$ cat src/rtl/split_case_pkg.sv
// Shared types and constants for the split-case adjust scheduler.
// The operation select enum and the add/subtract adjust amounts live here.
package split_case_pkg;

  typedef enum logic [1:0] {
    SEL_ADD  = 2'b00,
    SEL_SUB  = 2'b01,
    SEL_PASS = 2'b10
  } sel_t;

  localparam logic [7:0] ADJ_A = 8'd5;
  localparam logic [7:0] ADJ_B = 8'd6;

endpackage

$ cat src/rtl/split_case_sched_if.sv
// Request and result handshake bundle for split_case_sched.
// The master side is the requesters plus the result consumer; the slave side is the scheduler.
interface split_case_sched_if;
  logic       req0_valid;
  logic       req0_ready;
  logic [7:0] req0_data;
  logic [1:0] req0_sel;

  logic       req1_valid;
  logic       req1_ready;
  logic [7:0] req1_data;
  logic [1:0] req1_sel;

  logic       out_valid;
  logic       out_ready;
  logic [7:0] out_a;
  logic [7:0] out_b;
  logic       out_id;

  modport master (
    output req0_valid, req0_data, req0_sel, input req0_ready,
    output req1_valid, req1_data, req1_sel, input req1_ready,
    input  out_valid, out_a, out_b, out_id, output out_ready
  );

  modport slave (
    input  req0_valid, req0_data, req0_sel, output req0_ready,
    input  req1_valid, req1_data, req1_sel, output req1_ready,
    output out_valid, out_a, out_b, out_id, input out_ready
  );
endinterface

$ cat src/rtl/split_case_adjust.sv
// Combinational split-case adjust datapath: two modulo-256 results from one byte.
// Select 2'b11 is not an enum member and falls through to pass-through.
module split_case_adjust
  import split_case_pkg::*;
(
  input  logic [7:0] data,
  input  logic [1:0] sel,
  output logic [7:0] a,
  output logic [7:0] b
);

  always_comb begin
    a = data;
    b = data;
    case (sel_t'(sel))
      SEL_ADD: begin
        a = data + ADJ_A;
        b = data + ADJ_B;
      end
      SEL_SUB: begin
        a = data - ADJ_A;
        b = data - ADJ_B;
      end
      default: begin
        a = data;
        b = data;
      end
    endcase
  end

endmodule

$ cat src/rtl/split_case_sched.sv
// Two-requester round-robin scheduler feeding one adjust datapath into a
// one-entry result slot, with saturating per-requester completion counters.
module split_case_sched
  import split_case_pkg::*;
#(
  parameter int CNT_W = 8
) (
  input  logic             clk,
  input  logic             rst,
  split_case_sched_if.slave bus,
  output logic [CNT_W-1:0] cnt0,
  output logic [CNT_W-1:0] cnt1
);

  logic             out_valid_reg;
  logic [7:0]       out_a_reg;
  logic [7:0]       out_b_reg;
  logic             out_id_reg;
  logic             last_reg;
  logic [CNT_W-1:0] cnt_reg [2];

  logic       slot_free;
  logic       grant0;
  logic       grant1;
  logic       accept;
  logic       drain;
  logic [7:0] mux_data;
  logic [1:0] mux_sel;
  logic [7:0] adj_a;
  logic [7:0] adj_b;

  assign slot_free = !out_valid_reg || bus.out_ready;
  assign drain     = out_valid_reg && bus.out_ready;

  // On contention the requester that did not win last time is served.
  assign grant1 = bus.req1_valid && (!bus.req0_valid || !last_reg);
  assign grant0 = bus.req0_valid && !grant1;

  assign bus.req0_ready = grant0 && slot_free && !rst;
  assign bus.req1_ready = grant1 && slot_free && !rst;
  assign accept         = bus.req0_ready || bus.req1_ready;

  assign mux_data = grant1 ? bus.req1_data : bus.req0_data;
  assign mux_sel  = grant1 ? bus.req1_sel  : bus.req0_sel;

  split_case_adjust u_adjust (
    .data (mux_data),
    .sel  (mux_sel),
    .a    (adj_a),
    .b    (adj_b)
  );

  always_ff @(posedge clk) begin
    if (rst) begin
      out_valid_reg <= 1'b0;
      out_a_reg     <= 8'd0;
      out_b_reg     <= 8'd0;
      out_id_reg    <= 1'b0;
      last_reg      <= 1'b1;
    end else if (accept) begin
      out_valid_reg <= 1'b1;
      out_a_reg     <= adj_a;
      out_b_reg     <= adj_b;
      out_id_reg    <= grant1;
      last_reg      <= grant1;
    end else if (drain) begin
      out_valid_reg <= 1'b0;
    end
  end

  // Counters credit the id held in the slot as it leaves, even when refilled on the same edge.
  generate
    for (genvar gi = 0; gi < 2; gi++) begin : g_cnt
      always_ff @(posedge clk) begin
        if (rst) begin
          cnt_reg[gi] <= '0;
        end else if (drain && (out_id_reg == 1'(gi)) && (cnt_reg[gi] != '1)) begin
          cnt_reg[gi] <= cnt_reg[gi] + 1'b1;
        end
      end
    end
  endgenerate

  assign bus.out_valid = out_valid_reg;
  assign bus.out_a     = out_a_reg;
  assign bus.out_b     = out_b_reg;
  assign bus.out_id    = out_id_reg;
  assign cnt0          = cnt_reg[0];
  assign cnt1          = cnt_reg[1];

endmodule

$ cat src/flat_wrapper.sv
// flat-port wrapper written by rule: the top's interface ports become plain ports
module split_case_sched_flat import split_case_pkg::*;
#(
  parameter int CNT_W = 8
)
  (clk, rst, cnt0, cnt1, bus_req0_valid, bus_req0_data, bus_req0_sel, bus_req0_ready, bus_req1_valid, bus_req1_data, bus_req1_sel, bus_req1_ready, bus_out_valid, bus_out_a, bus_out_b, bus_out_id, bus_out_ready);
  split_case_sched_if bus_i ();
  input  logic clk;
  input  logic rst;
  output logic [CNT_W-1:0] cnt0;
  output logic [CNT_W-1:0] cnt1;
  input wire logic [$bits(bus_i.req0_valid)-1:0] bus_req0_valid;
  input wire logic [$bits(bus_i.req0_data)-1:0] bus_req0_data;
  input wire logic [$bits(bus_i.req0_sel)-1:0] bus_req0_sel;
  output wire logic [$bits(bus_i.req0_ready)-1:0] bus_req0_ready;
  input wire logic [$bits(bus_i.req1_valid)-1:0] bus_req1_valid;
  input wire logic [$bits(bus_i.req1_data)-1:0] bus_req1_data;
  input wire logic [$bits(bus_i.req1_sel)-1:0] bus_req1_sel;
  output wire logic [$bits(bus_i.req1_ready)-1:0] bus_req1_ready;
  output wire logic [$bits(bus_i.out_valid)-1:0] bus_out_valid;
  output wire logic [$bits(bus_i.out_a)-1:0] bus_out_a;
  output wire logic [$bits(bus_i.out_b)-1:0] bus_out_b;
  output wire logic [$bits(bus_i.out_id)-1:0] bus_out_id;
  input wire logic [$bits(bus_i.out_ready)-1:0] bus_out_ready;
  assign bus_i.req0_valid = bus_req0_valid;
  assign bus_i.req0_data = bus_req0_data;
  assign bus_i.req0_sel = bus_req0_sel;
  assign bus_req0_ready = bus_i.req0_ready;
  assign bus_i.req1_valid = bus_req1_valid;
  assign bus_i.req1_data = bus_req1_data;
  assign bus_i.req1_sel = bus_req1_sel;
  assign bus_req1_ready = bus_i.req1_ready;
  assign bus_out_valid = bus_i.out_valid;
  assign bus_out_a = bus_i.out_a;
  assign bus_out_b = bus_i.out_b;
  assign bus_out_id = bus_i.out_id;
  assign bus_i.out_ready = bus_out_ready;
  split_case_sched #(.CNT_W(CNT_W)) u_core (.clk(clk), .rst(rst), .bus(bus_i), .cnt0(cnt0), .cnt1(cnt1));
endmodule
$ cat config.mk
export PLATFORM = sky130hd
export DESIGN_NAME = split_case_sched_flat
export DESIGN_NICKNAME = d
export VERILOG_FILES = /design/src/rtl/split_case_pkg.sv /design/src/rtl/split_case_sched_if.sv /design/src/rtl/split_case_adjust.sv /design/src/rtl/split_case_sched.sv /design/src/flat_wrapper.sv
export SDC_FILE = /design/constraint.sdc
export NUM_CORES = 1
export LEC_CHECK = 0
export ABC_AREA = 0
export BUFFER_PORTS_ARGS = -buffer_cell sky130_fd_sc_hd__buf_2
export CORE_ASPECT_RATIO = 1.5
export CORE_MARGIN = 5
export CORE_UTILIZATION = 35
export DETAILED_ROUTE_END_ITERATION = 10
export PLACE_DENSITY = 0.66
export SLEW_MARGIN = 30
export SYNTH_ARGS = -nofsm -noshare
export SYNTH_HDL_FRONTEND = slang
export SYNTH_SLANG_ARGS = --single-unit
$ cat constraint.sdc
create_clock -name clk -period 4.65 [get_ports clk]
set_clock_uncertainty 0.05 [all_clocks]
set_input_delay 0.93 -clock clk [delete_from_list [all_inputs] [get_ports clk]]
set_output_delay 0.93 -clock clk [all_outputs]
set_load 0.03 [all_outputs]
==> After elaboration in Yosys (flattened, before gate mapping) <==
Memories as Yosys holds them, arrays and structs flattened.
Cells that the tools add are included.
W data, S select, Z words.
{ "totals": {"memories": 1, "ff_bits": 19, "latch_bits": 0, "mem_bits_rw": 16, "mem_bits_ro": 0, "elab_cells": 55} }
{ "memory_table": {"columns": ["memory", "words", "width", "read_ports", "rd_clocked_by_memory_dff", "wr", "line", "rtl"], "rows": [
  ["u_core.cnt_reg", 2, 8, 2, 0, 2, "split_case_sched.sv:20", "logic [CNT_W-1:0] cnt_reg [2];"]
]} }
{ "classes": {"eq_ne": 3, "multipliers": 0, "n_lt_le_gt_ge": 0, "n_bitwise": 3, "n_shift": 0, "n_mux": 16, "div_mod_pow": 0, "add_sub_neg": 6, "reduce_logical": 21} }
{ "ops": {"columns": ["cell", "n"], "rows": [
  ["$pmux W8 S2", 2],
  ["$mux W8", 3],
  ["$add A8 B1 Y8 const B", 2],
  ["$add A8 B3 Y8 const B", 2],
  ["$ne A8 B8 Y1 const B", 2],
  ["$sub A8 B3 Y8 const B", 2],
  ["$logic_and A1 B1 Y1", 11],
  ["$mux W1", 10],
  ["$logic_not A1 Y1", 5],
  ["$logic_or A1 B1 Y1", 3],
  ["$eq A2 B1 Y1 const B", 1],
  ["$logic_not A2 Y1", 1],
  ["$mux W2", 1],
  ["$or A1 B1 Y1", 2],
  ["$reduce_bool A2 Y1", 1],
  ["$not A1 Y1", 1]
]} }

==> Longest topological paths before layout <==
Gate-level depths: netlist (run 1).
{ "depth": {"word_depth": 9, "mapped_depth": 14, "ltp_nobuf": 12} }

==> By module <==
Synthesis (run 1) repeated with hierarchy kept, for this count alone.
{ "unflattened": {"cells_unflattened": 252, "area_unflattened_um2": 2337.2} }
{ "by_module_without_submodules": {"columns": ["module", "area_each_um2", "instances", "cells_per_inst", "seq_area_each_um2"], "rows": [
  ["split_case_sched", 1831.8, 1, 182, 860.8],
  ["split_case_adjust", 505.5, 1, 70, 0.0]
]} }

==> Worst setup path after synthesis (run 1) <==
No wires, ideal clock.
{ "synth_path": {"path_kind": "input to register", "from": "input port bus_req1_valid", "to": "register u_core.out_a_reg[5] (netlist: u_core.bus.out_a[5])", "setup_ns": 0.074, "path_slack_ns": 1.089, "arrival_ns": 3.437, "path_stages": 11, "path_cell_list": "a21boi_4 -> mux2i_4 -> nand2b_4 -> inv_2 -> buf_4 -> ha_1 -> a21o_1 -> a41o_1 -> o311a_1 -> or3_1 -> a31oi_1"} }
{ "synth_between": {"elab_chain_len": 6, "elab_cells_between_ends": 15, "cone_classes": "add/sub: 2; eq/ne: 1; mux: 3; reduce/logical: 9"} }
{ "synth_lines": {"columns": ["item", "line", "rtl"], "rows": [
  ["start, declared", "flat_wrapper.sv:16", "input wire logic [$bits(bus_i.req1_valid)-1:0] bus_req1_valid;"],
  ["$logic_and A1 B1 Y1 (*)", "split_case_sched.sv:36", "assign grant1 = bus.req1_valid && (!bus.req0_valid || !last_reg);"],
  ["branches (longest 5 deep; another with $sub A8 B3 Y8)", null, null],
  ["end signal, assigned", "split_case_sched.sv:62", "out_a_reg <= adj_a;"],
  ["end, declared", "split_case_sched.sv:16", "logic [7:0] out_a_reg;"]
]} }
Mark *: on every way between the ends.
A chain may end at the register's enable or synchronous reset.

==> Worst setup path after layout (run 1) <==
{ "layout_path": {"from": "input port bus_req0_valid", "to": "register u_core.out_a_reg[5] (netlist: u_core.bus.out_a[5])"} }
{ "layout_between": {"elab_chain_len": 8, "elab_cells_between_ends": 17, "cone_classes": "add/sub: 2; eq/ne: 1; mux: 3; reduce/logical: 11"} }
{ "layout_lines": {"columns": ["item", "line", "rtl"], "rows": [
  ["start, declared", "flat_wrapper.sv:12", "input wire logic [$bits(bus_i.req0_valid)-1:0] bus_req0_valid;"],
  ["branches (longest 8 deep; another with $sub A8 B3 Y8)", null, null]
]} }
Parallel ways; which one is timed is not known.

==> metrics.cfg, run 1 <==
[placed_design]
place_area_sq_um=2953
hpwl_um=5445
dpl.cell_count=450
place_congestion=0.9045
dp_slack_ns=0.6639
portBuffers=60

[critical_path]
critPathBufInv=3
cp_max_fo=14
cp.arrival_ns=3.86
r2r_cells=10
cp.depth=11
end_kind=flip-flop
cp_slowest_cell=mux2i_1
crit_chain=buf_2, a21boi_4, buf_4, mux2i_1, inv_1, ha_1, a21o_1, a41o_1, o311a_1, or3_1, a31oi_1
cp_top_family=compound AO/OA/AOI/OAI gates
crit_type=input pin to flip-flop
cpPeakStageDelay_ns=0.53
cp.required_ns=4.81
startpoint_type=input pin

[sta]
tightestPinTransition_ns=0.5490
slew_headroom_pct=62.36
fin_setup_tns_ns=0
finalCritPeriodShare_pct=79.55
hold_slack_ns=0.4025
setup_violations=0
setup_ws_ns=0.9509
fin_crit_ns=3.699
final_max_slew_viol_count=0
final-hold-violation-count=0
clock.fmax_mhz=270.3
rsz0062_at_grt=no

[yosys]
synth_seq_cells=35
ys.flop_type=dfxtp_1
async_reset_ff_share_pct=0
synth_enable_flop_cells=16
ys_types=54
syn_area_sq_um=2554
syn_inst=298
ys_warn_count=0
synth.avg_cell_area_sq_um=8.569
syn_nets=330
seq_area_frac_synth_pct=33.71

[clock_network]
cts_max_path_buffers=2
cts_root_buffer=clkbuf_8
worstSkewPairLatency_ns=0.28
cts_tree=yes
clk_pin_slew_ns=0.07
numCtsBuffers=5
postCtsHoldBufs=0
post-cts-setup-buffer-count=0
h-tree-depth=2
cts_resized=0
clock-sinks=35

[cells_and_area]
final_cells=458
syn_to_final_growth_pct=18.96
multi_input_area_sq_um=1599
regArea_sq_um=860.8
diodes=0
layout_commonest_cell=buf_2
final_nets=389
fill_cells=724
largest_register_ffs=16
drive_above_1_share_pct=23.74
layout_common_cells=60 x buf_2, 34 x nor2_1, 27 x nand2_1, 19 x dfxtp_1, 18 x xnor2_1
fin_area_sq_um=3038

[power]
power.leakage_nw=1.283
ir_drop_mv=0.1356
p_per_area_nw_per_um2=294.5

[run]
cap_violations=0

[floorplan]
die_w_um=79.75
die_h_um=114.6
row_count=38
die_area_sq_um=9140
io_pins=61
initial_utilization_pct=35.57
fp.coreArea_sq_um=7179

[global_route]
antenna_found_initial=0
grtUsageTotal_pct=15.17
grt_overflow=0
grt_pass1_vias=2369
grt_max_degree=24
grt_pass1_wl_um=11150

[routing]
drtIter0Drc=78
viasPerCell=5.288
wl_um=6823
detail-route-antenna-nets=0
drc_errors=0
avgRoutedWirePerCell_um=14.90
first_pass_iters=4
num_vias=2422

[hold_path]
worstHoldPathType=flip-flop to flip-flop
whs_path_depth=2

[status]
run_status=completed

final cells by class:
cell class | instances | area share [%]
clock buffer | 6 | 2.389
clock inverter | 2 | 0.4119
inverter | 8 | 0.9885
multi-input combinational | 242 | 52.64
sequential | 35 | 28.34
tap | 100 | 4.119
timing repair buffer | 65 | 11.12
worst paths after layout:
| path | endpoint | from | slack, ns |
|---|---|---|---|
| setup reg to reg | u_core.bus.out_a[5] | u_core.last_reg | 1.40 |
| hold / removal | u_core.bus.out_a[0] | u_core.bus.out_a[0] | 0.40 |
| hold reg to reg | u_core.bus.out_a[0] | u_core.bus.out_a[0] | 0.40 |
| setup / recovery | u_core.bus.out_a[5] | bus_req0_valid | 0.95 |
synthesized netlist by cell type (all sizes together), types with 2 or more instances:
library cell | count | share of area [%]
nor2 | 34 | 5.0
nand2 | 27 | 4.0
dfxtp | 19 | 15
xnor2 | 18 | 6.2
a21oi | 16 | 3.1
edfxtp | 16 | 19
o21ai | 16 | 3.1
nand3 | 14 | 2.7
and3 | 11 | 2.7
xor2 | 11 | 3.8
mux2i | 10 | 4.9
clkbuf | 9 | 1.3
inv | 8 | 1.2
nand2b | 8 | 2.3
nand3b | 8 | 2.4
ha | 7 | 3.4
nor3 | 7 | 1.4
a31oi | 5 | 1.2
o211ai | 5 | 1.5
buf | 4 | 1.2
mux2 | 3 | 1.3
or2 | 3 | 0.74
or3 | 3 | 0.74
a211oi | 2 | 0.59
a21boi | 2 | 1.0
a21o | 2 | 0.59
a221oi | 2 | 0.93
and2 | 2 | 0.49
nand4 | 2 | 0.49
nand4b | 2 | 0.69
nor2b | 2 | 0.49
nor3b | 2 | 0.59
o31a | 2 | 0.69
o41ai | 2 | 0.69
power by group:
| part | switching (mW) | internal, mW | total (mW) |
|---|---|---|---|
| clock network | 0.105 | 0.105 | 0.209 |
| logic | 0.201 | 0.117 | 0.318 |
| registers | 0.0190 | 0.349 | 0.368 |
| total | 0.325 | 0.570 | 0.895 |
logic make-up (layout without fill, tap and decap cells):
| logic type | after synthesis | in the layout | share of synthesized area (%) |
|---|---|---|---|
| and+or+nand+nor | 126 | 126 | 24.84 |
| AOI/OAI and AO/OA | 67 | 67 | 18.18 |
| DFF | 35 | 35 | 33.71 |
| xor gates and xnor gates | 29 | 29 | 9.946 |
| buffers and inverters | 21 | 81 | 3.675 |
| muxes | 13 | 13 | 6.222 |
| adders and majority gates | 7 | 7 | 3.430 |
stage by stage:
stage / util (%) / power, mW
floorplan: - / 0.6000
global placement: 41.13 / 0.6883
detailed placement: 41.13 / 0.6908
CTS: 42.31 / 0.9054
global route: 42.31 / 0.9507
finish: 42.31 / 0.8945
tightest hold or removal path: stages, from the launching register on:
cell and delay, ns:
dfxtp_1 0.31, nand2_1 0.05, a21oi_1 0.05
per-layer routing:
metal | share of wire [%] | up-vias | global-route usage (%)
met5 | 0 | - | 0
met4 | 2.7 | 0 | 5.862
met3 | 6.6 | 16 | 2.362
met2 | 50 | 92 | 27.77
met1 | 40 | 1116 | 17.36
li1 | - | 1198 | -
No activity file was read; power rests on OpenSTA's default activity.
==> run 2: changes to the inputs <==
==> constraint.sdc (replaced) <==
create_clock -name clk -period 3.5 [get_ports clk]
set_clock_uncertainty 0.05 [all_clocks]
set_input_delay 0.7 -clock clk [delete_from_list [all_inputs] [get_ports clk]]
set_output_delay 0.7 -clock clk [all_outputs]
set_load 0.03 [all_outputs]
==> run 2 against run 1 <==
Non-clock buffer count is 6 higher. Largest cell class unchanged. Wire length grew 3.0%. Global-route usage rose by 0.47 points. Clock-buffer cell count decreased by 1. Sequential power increased by 33%. Combinational power increased by 36%. Via count increased by 2.5%. Critical endpoint is now u_core.bus.out_a[6]. Hold slack barely moved. Critical path type unchanged. Clock power rose by 73%. Final cell count grew 1.3%. First-iteration DRC count rose by 41%.
==> metrics.cfg, run 2 (synthesized netlist as in run 1, its figures left out) <==
[status]
run_status=completed

[cells_and_area]
finish.utilization_pct=43.38  ; +1.1 points
largest_register_ffs=16  ; unchanged
regArea_sq_um=860.8  ; unchanged
diodes=0  ; unchanged
multi_input_area_sq_um=1603  ; +0.24%
layout_commonest_cell=buf_2
layout_common_cells=60 x buf_2, 34 x nor2_1, 27 x nand2_1, 19 x dfxtp_1, 18 x xnor2_1
drive_above_1_share_pct=25.55  ; +1.8 points
fill_cells=717  ; -0.97%
final_nets=395  ; +1.5%
syn_to_final_growth_pct=21.95

[placed_design]
portBuffers=60  ; unchanged
place_congestion=0.9723  ; +7.5%
hpwl_um=5555  ; +2.0%

[clock_network]
clk_pin_slew_ns=0.08  ; about the same
cts_resized=0  ; unchanged
clock-sinks=35  ; unchanged
cts_max_path_buffers=2  ; unchanged
numCtsBuffers=5  ; unchanged
postCtsHoldBufs=0  ; unchanged
worstSkewPairLatency_ns=0.28  ; about the same
cts_tree=yes
h-tree-depth=2  ; unchanged
post-cts-setup-buffer-count=0  ; unchanged
cts_root_buffer=clkbuf_8

[routing]
avgRoutedWirePerCell_um=15.14  ; +1.6%
viasPerCell=5.351  ; +1.2%
num_vias=2483  ; +2.5%
drc_errors=0  ; unchanged
drtIter0Drc=110  ; +41%
first_pass_iters=5  ; +1
detail-route-antenna-nets=0  ; unchanged
wl_um=7026  ; +3.0%

[sta]
slew_headroom_pct=64.18  ; +1.8 points
clock.fmax_mhz=315.9
fin_setup_tns_ns=0  ; unchanged
final_max_slew_viol_count=0  ; unchanged
finalCritPeriodShare_pct=90.44
fin_crit_ns=3.165
final-hold-violation-count=0  ; unchanged
tightestPinTransition_ns=0.5373  ; -0.01165 ns
rsz0062_at_grt=no
setup_violations=0  ; unchanged

[hold_path]
whs_path_depth=2  ; unchanged
hold_path.startpoint=u_core.bus.out_a[0]
worstHoldPathType=flip-flop to flip-flop
min_to=u_core.bus.out_a[0]

[critical_path]
cp_max_fo=14  ; unchanged
end_kind=flip-flop
worstReg2RegStart=u_core.last_reg
crit_type=input pin to flip-flop
r2r_cells=12  ; +2
reg2reg_slack_ns=0.51  ; -0.89 ns
r2r-end=u_core.bus.out_a[6]
cp.arrival_ns=3.29  ; -0.57 ns
cp.required_ns=3.62  ; -1.19 ns
startpoint_type=input pin

[floorplan]
fp.coreArea_sq_um=7179  ; unchanged
row_count=38  ; unchanged
io_pins=61  ; unchanged
die_area_sq_um=9140  ; unchanged
die_w_um=79.75  ; unchanged
die_h_um=114.6  ; unchanged
initial_utilization_pct=35.57  ; unchanged

[global_route]
grtUsageTotal_pct=15.64  ; +0.47 points
grt_pass1_vias=2414  ; +1.9%
antenna_found_initial=0  ; unchanged
grt_overflow=0  ; unchanged
grt_max_degree=24  ; unchanged
grt_pass1_wl_um=11310  ; +1.4%

[power]
internal_power_mw=0.8385  ; +47%
switching_share_pct=34.67  ; -1.6 points
p_per_area_nw_per_um2=412.1  ; +40%
ir_drop_mv=0.1760  ; +30%
switchingPower_mw=0.4450  ; +37%
power.leakage_nw=1.330  ; +3.6%
clkPwrFrac_pct=28.2  ; +4.8 points
power.total_mw=1.284  ; +43%
power_frac_comb_pct=33.8  ; -1.7 points
power_frac_seq_pct=38.0  ; -3.1 points

[run]
cap_violations=0  ; unchanged

-- run 2: cell type report --
class | instances | share of cell area (%)
multi-input cells | 242 | 51.47
flip-flops and latches | 35 | 27.64
repair buffers | 71 | 12.29
well taps | 100 | 4.018
clock buffers | 5 | 2.210
clock inverters | 3 | 1.406
inverters | 8 | 0.9642
-- run 2: through the flow --
| step | instance area (sq um) | setup slack (ns) | hold WS (ns) | std cells |
|---|---|---|---|---|
| after floorplan | 2554 | 0.1687 | 0.5182 | 298 |
| after global placement | 2998 | 0.1917 | 0.3942 | 456 |
| after detailed placement | 2998 | 0.08742 | 0.3951 | 456 |
| after CTS | 3110 | 0.3724 | 0.4060 | 464 |
| after global routing | 3114 | 0.1758 | 0.4401 | 464 |
| final | 3114 | 0.3346 | 0.4027 | 464 |
-- run 2: power by group through the flow --
stage                     Combinational (mW)  Sequential (mW)  Clock (mW)
after floorplan                        0.236            0.561           0
after global placement                 0.428            0.497           0
after detailed placement               0.431            0.497           0
after CTS                              0.433            0.488       0.374
after global routing                   0.471            0.493       0.390
final                                  0.434            0.488       0.362
-- run 2: worst max-delay path, stage by stage --
cell and delay [ns]:
buf_2 0.13, a21boi_4 0.23, buf_4 0.25, mux2i_1 0.35, xnor2_1 0.14, ha_1 0.23
and3_1 0.18, a222oi_1 0.45, a31oi_1 0.18, mux2i_1 0.22, xnor2_1 0.14, o21ai_0 0.08
-- run 2: how the worst max path moves through the flow --
stage | startpoint | end | slack (ns)
floorplan | bus_req1_valid | u_core.bus.out_a[5] | 0.17
global placement | bus_req0_valid | u_core.bus.out_a[5] | 0.19
detailed placement | bus_req1_valid | u_core.bus.out_a[5] | 0.09
CTS | bus_req1_valid | u_core.bus.out_a[6] | 0.37
global route | bus_req1_valid | u_core.bus.out_a[6] | 0.18
finish | bus_req1_valid | u_core.bus.out_a[6] | 0.33
-- run 2: layer usage --
layer  global-route usage (%)  vias up  wire [um]
met2                    27.89      108       3502
li1                         -     1210          -
met3                    2.756       20        409
met1                    17.36     1145       2809
met4                    8.343        0        305
met5                        0        -          0
